File: src/rtl/mul_seq.sv
// Iterative unsigned shift-add multiplier.
// One multiplier bit per cycle, valid/ready on both sides.
module mul_seq #(
  parameter int W = 32
) (
  input  logic           clk,
  input  logic           arst_n,
  input  logic           in_vld,
  output logic           in_rdy,
  input  logic [W-1:0]   in_a,
  input  logic [W-1:0]   in_b,
  output logic           out_vld,
  input  logic           out_rdy,
  output logic [2*W-1:0] out_p
);

  localparam int CW = $clog2(W + 1);
  localparam logic [CW-1:0] CNT_INIT = CW'(W);
  localparam logic [CW-1:0] CNT_LAST = CW'(1);

  typedef enum logic [1:0] {
    IDLE,
    BUSY,
    DONE
  } state_t;

  state_t         state;
  state_t         state_nxt;
  logic [2*W-1:0] mcand;
  logic [2*W-1:0] acc;
  logic [2*W-1:0] sum;
  logic [2*W-1:0] prod;
  logic [W-1:0]   mplier;
  logic [CW-1:0]  cnt;
  logic           last;
  logic           accept;

  assign last   = (cnt == CNT_LAST);
  assign accept = (state == IDLE) && in_vld;
  assign sum    = mplier[0] ? acc + mcand : acc;
  assign out_p  = prod;

  // State register
  always_ff @(posedge clk or negedge arst_n) begin
    if (!arst_n) state <= IDLE;
    else         state <= state_nxt;
  end

  // Next state and handshake outputs, state-only decode
  always_comb begin
    state_nxt = state;
    in_rdy    = 1'b0;
    out_vld   = 1'b0;
    unique case (state)
      IDLE: begin
        in_rdy = 1'b1;
        if (in_vld) state_nxt = BUSY;
      end
      BUSY: begin
        if (last) state_nxt = DONE;
      end
      DONE: begin
        out_vld = 1'b1;
        if (out_rdy) state_nxt = IDLE;
      end
      default: state_nxt = IDLE;
    endcase
  end

  // Shift-add datapath; prod keeps the last finished result
  always_ff @(posedge clk or negedge arst_n) begin
    if (!arst_n) begin
      mcand  <= '0;
      mplier <= '0;
      acc    <= '0;
      cnt    <= '0;
      prod   <= '0;
    end else if (accept) begin
      mcand  <= {{W{1'b0}}, in_a};
      mplier <= in_b;
      acc    <= '0;
      cnt    <= CNT_INIT;
    end else if (state == BUSY) begin
      acc    <= sum;
      mcand  <= mcand << 1;
      mplier <= mplier >> 1;
      cnt    <= cnt - CNT_LAST;
      if (last) prod <= sum;
    end
  end

endmodule

File: config.mk
export PLATFORM = sky130hd
export DESIGN_NAME = mul_seq
export DESIGN_NICKNAME = d
export VERILOG_FILES = /design/src/rtl/mul_seq.sv
export SDC_FILE = /design/constraint.sdc
export NUM_CORES = 1
export LEC_CHECK = 0
export BUFFER_PORTS_ARGS = -buffer_cell sky130_fd_sc_hd__buf_2
export CORE_MARGIN = 2
export CORE_UTILIZATION = 60
export DETAILED_ROUTE_END_ITERATION = 6
export MAX_ROUTING_LAYER = met4
export PLACE_DENSITY_LB_ADDON = 0.2
export SETUP_SLACK_MARGIN = 0.4
export SLEW_MARGIN = 20
export SYNTH_ARGS = -nofsm -noshare
export SYNTH_HDL_FRONTEND = slang
export SYNTH_SLANG_ARGS = --single-unit
File: constraint.sdc
create_clock -name clk -period 4.1 [get_ports clk]
set_input_delay 0.82 -clock clk [delete_from_list [all_inputs] [get_ports clk]]
set_output_delay 0.82 -clock clk [all_outputs]
set_load 0.005 [all_outputs]
==> results.sh <==
export IMPL_avgSynthCellArea_um2=8.85
export IMPL_stdcell_count=1883
export IMPL_path_max_fanout=4
export IMPL_drive_above_1_share_pct=14.3
export IMPL_synth_top_family_by_area="compound AO/OA/AOI/OAI gates"
export IMPL_num_io_pins=134
export IMPL_htree_levels=1
export IMPL_portBuffers=133
export IMPL_fin_tns_setup_ns=0
export IMPL_synth_nets=1628
export IMPL_regToRegStartpoint="mcand[0]"
export IMPL_cp_slowest_stage_delay_ns=0.48
export IMPL_grt_pass1_vias=11070
export IMPL_postRouteAntennaNets=0
export IMPL_drt_total_wl_um=35800
export IMPL_ys_seq_area_share_pct=43.9
export IMPL_post_cts_resized=0
export IMPL_skew_ns=0.0168
export IMPL_antenna_cells=0
export IMPL_initial_core_util_pct=60.8
export IMPL_synth_fa_ha_area_share_pct=6.30
export IMPL_drtIter0Drc=719
export IMPL_vias=11560
export IMPL_nets=1718
export IMPL_ys_types=78
export IMPL_fill_cells=1810
export IMPL_yosys_area_share_simple_pct=17.3
export IMPL_slew_viol_final=0
export IMPL_startpoint_type="flop"
export IMPL_max_freq_ghz=0.285
export IMPL_cts_hold_buf=0
export IMPL_leakage_nw=7.50
export IMPL_r2r_slack_ns=0.59
export IMPL_outcome="finished clean"
export IMPL_synth_area_mux_share_pct=3.07
export IMPL_synth_compound_area_share_pct=22.2
export IMPL_area_growth_pct=13.7
export IMPL_most_common_layout_cells="339 x nand2_1, 231 x dfrtp_1, 149 x o21ai_0"
export IMPL_ir_drop_mv=0.300
export IMPL_track_usage_pct=31.1
export IMPL_cp_cell_sequence="ha_1 > inv_1 > fa_1 > nor2b_1 > o2111ai_2 > a2111oi_4 > o21a_2 > o21ba_2 > a21oi_1 > o21a_1 > o21a_1 > or4_1 > nand3_1"
export IMPL_postSynth_asyncResetShare_pct=100
export IMPL_clk_pin_slew_ns=0.06
export IMPL_hold_path_class="input pin to asynchronous set/reset pin"
export IMPL_place_inst=1836
export IMPL_cp_arrival_ns=3.99
export IMPL_worstPathRequired_ns=4.57
export IMPL_reg2reg_to="out_p[62]"
export IMPL_via_per_inst=6.14
export IMPL_cpMostUsedCell="o21a_1"
export IMPL_yosys_warnings=0
export IMPL_setup_viol=0
export IMPL_post_cts_buffers=0
export IMPL_fin_crit_sh_pct=85.7
export IMPL_powerDensity_mw_per_mm2=323
export IMPL_clk_root_buffer_cell="clkbuf_16"
export IMPL_row_count=54
export IMPL_netlist_area_mm2=0.0132
export IMPL_antenna_found_initial=0
export IMPL_cts_tree="yes"
export IMPL_drc=0
export IMPL_hold_viol_final=0
export IMPL_drt_first_pass_iters=5
export IMPL_synth_seq_cells=232
export IMPL_die_area_mm2=0.0232
export IMPL_avgRoutedWirePerCell_um=19.0
export IMPL_place_gp_congestion=0.985
export IMPL_utilization_pct=69.1
export IMPL_finalCriticalPeriod_ns=3.51
export IMPL_synthXorXnorAreaFrac_pct=4.04
export IMPL_grt_pass1_wl_um=58000
export IMPL_crit_path_top_delay_cell="or4_1"
export IMPL_worstMarginPinSlew_ns=1.05
export IMPL_rsz0062_at_grt="false"
export IMPL_grt_max_degree=92
export IMPL_yosys_most_used_dff="dfrtp_1"
export IMPL_final_common_cell="nand2_1"
export IMPL_synth_edf_count=0
export IMPL_synth_cells=1494
export IMPL_post_dp_hpwl_um=24000
export IMPL_crit_path_end_kind="flop"
export IMPL_cts_sinks=232
export IMPL_die_y_um=152
export IMPL_clk_latency_ns=0.54
export IMPL_max_cap_violations=0
export IMPL_die_w_um=152
export IMPL_numCtsBuffers=26
export IMPL_clockBufferDepth=3
export IMPL_globalRoute_totalOverflow=0
export IMPL_core_area_mm2=0.0218
export IMPL_critPathKind="flop to flop"
export IMPL_rr_worst_depth=13
export IMPL_slew_headroom_pct=30.0
[per-stage QoR]
step	hold WS, ns	area, um2	setup slack (ns)	total power, W
global route	0.349	15000	0.403	0.00499
floorplan	0.446	13200	1.05	0.00233
CTS	0.324	15000	0.580	0.00489
global placement	0.456	14100	0.747	0.00242
detailed placement	0.463	14100	0.609	0.00242
finish	0.302	15000	0.587	0.00485
[flip-flops by register name, summed over array words and instances, names as in the netlist]
name,cells
acc,64
cnt,6
mcand,64
mplier,32
out_p,64
state,2
[critical path, delay by kind of cell, from the launching register on]
kind / cells / cell delay (ns)
AOI/OAI and AO/OA: 7 / 1.60
and+or+nand+nor: 3 / 0.79
adders and majority gates: 2 / 0.60
DFF: 1 / 0.37
buffers and inverters: 1 / 0.06
[worst max path at each step]
| stage | start | end | slack (ns) | depth (start not counted) |
|---|---|---|---|---|
| after floorplan | mcand[0] | out_p[62] | 1.05 | 13 |
| after global placement | mcand[0] | out_p[62] | 0.75 | 13 |
| after detailed placement | mcand[0] | out_p[56] | 0.61 | 13 |
| after CTS | acc[0] | out_p[62] | 0.58 | 13 |
| after global routing | acc[0] | acc[52] | 0.40 | 13 |
| final | mcand[0] | out_p[62] | 0.59 | 13 |
[synthesized netlist by cell type, types with 6 or more instances]
master | instances | area (um2)
a21oi_1 | 97 | 485
o21bai_1 | 11 | 82.6
a22oi_1 | 60 | 450
nand2_1 | 340 | 1280
dfrtp_1 | 232 | 5810
and3_1 | 17 | 106
ha_1 | 65 | 813
o21ai_0 | 149 | 746
mux2i_1 | 36 | 360
or2_2 | 6 | 37.5
nand3_1 | 37 | 185
xnor2_1 | 34 | 298
buf_1 | 9 | 33.8
a22o_1 | 25 | 219
nor2b_1 | 6 | 37.5
nor3_1 | 20 | 100
o31ai_1 | 6 | 45.0
clkbuf_1 | 76 | 285
nand4_1 | 13 | 81.3
o21a_1 | 14 | 105
o211ai_1 | 10 | 75.1
xor2_1 | 27 | 236
nor2_1 | 58 | 218
a21o_1 | 27 | 203
inv_1 | 26 | 97.6
[final cells by class]
class	instances	area [um2]	area share (%)
clock buffer	33	727	4.83
clock inverter	14	191	1.27
inverter	26	97.6	0.649
multi-input combinational	1150	7050	46.9
sequential	232	5810	38.6
tap	280	350	2.33
timing repair buffer	148	813	5.41
[metal layers]
metal	vias to the layer above	share of wire (%)	global-route usage (%)
li1	5501	-	-
met1	5611	45	43.3
met2	389	48	49.6
met3	59	5.7	3.04
met4	0	2.0	8.11
met5	-	0	-
[cells by family (layout without fill, tap and decap cells)]
logic type,count (synthesis),count (layout)
AND/OR/NAND/NOR,529,529
AO/OA/AOI/OAI,454,454
flip-flops,232,232
buffers and inverters,112,221
adder cells (fa/ha/maj),66,66
XOR/XNOR,61,61
multiplexers,40,40
[report_power, final]
group / internal (W) / leakage, nW / switching (W)
logic: 0.0000273 / 4.02 / 0.0000574
clock network: 0.00151 / 0.454 / 0.000969
registers: 0.00229 / 3.02 / 0
Power figures use the tool's default switching activity.
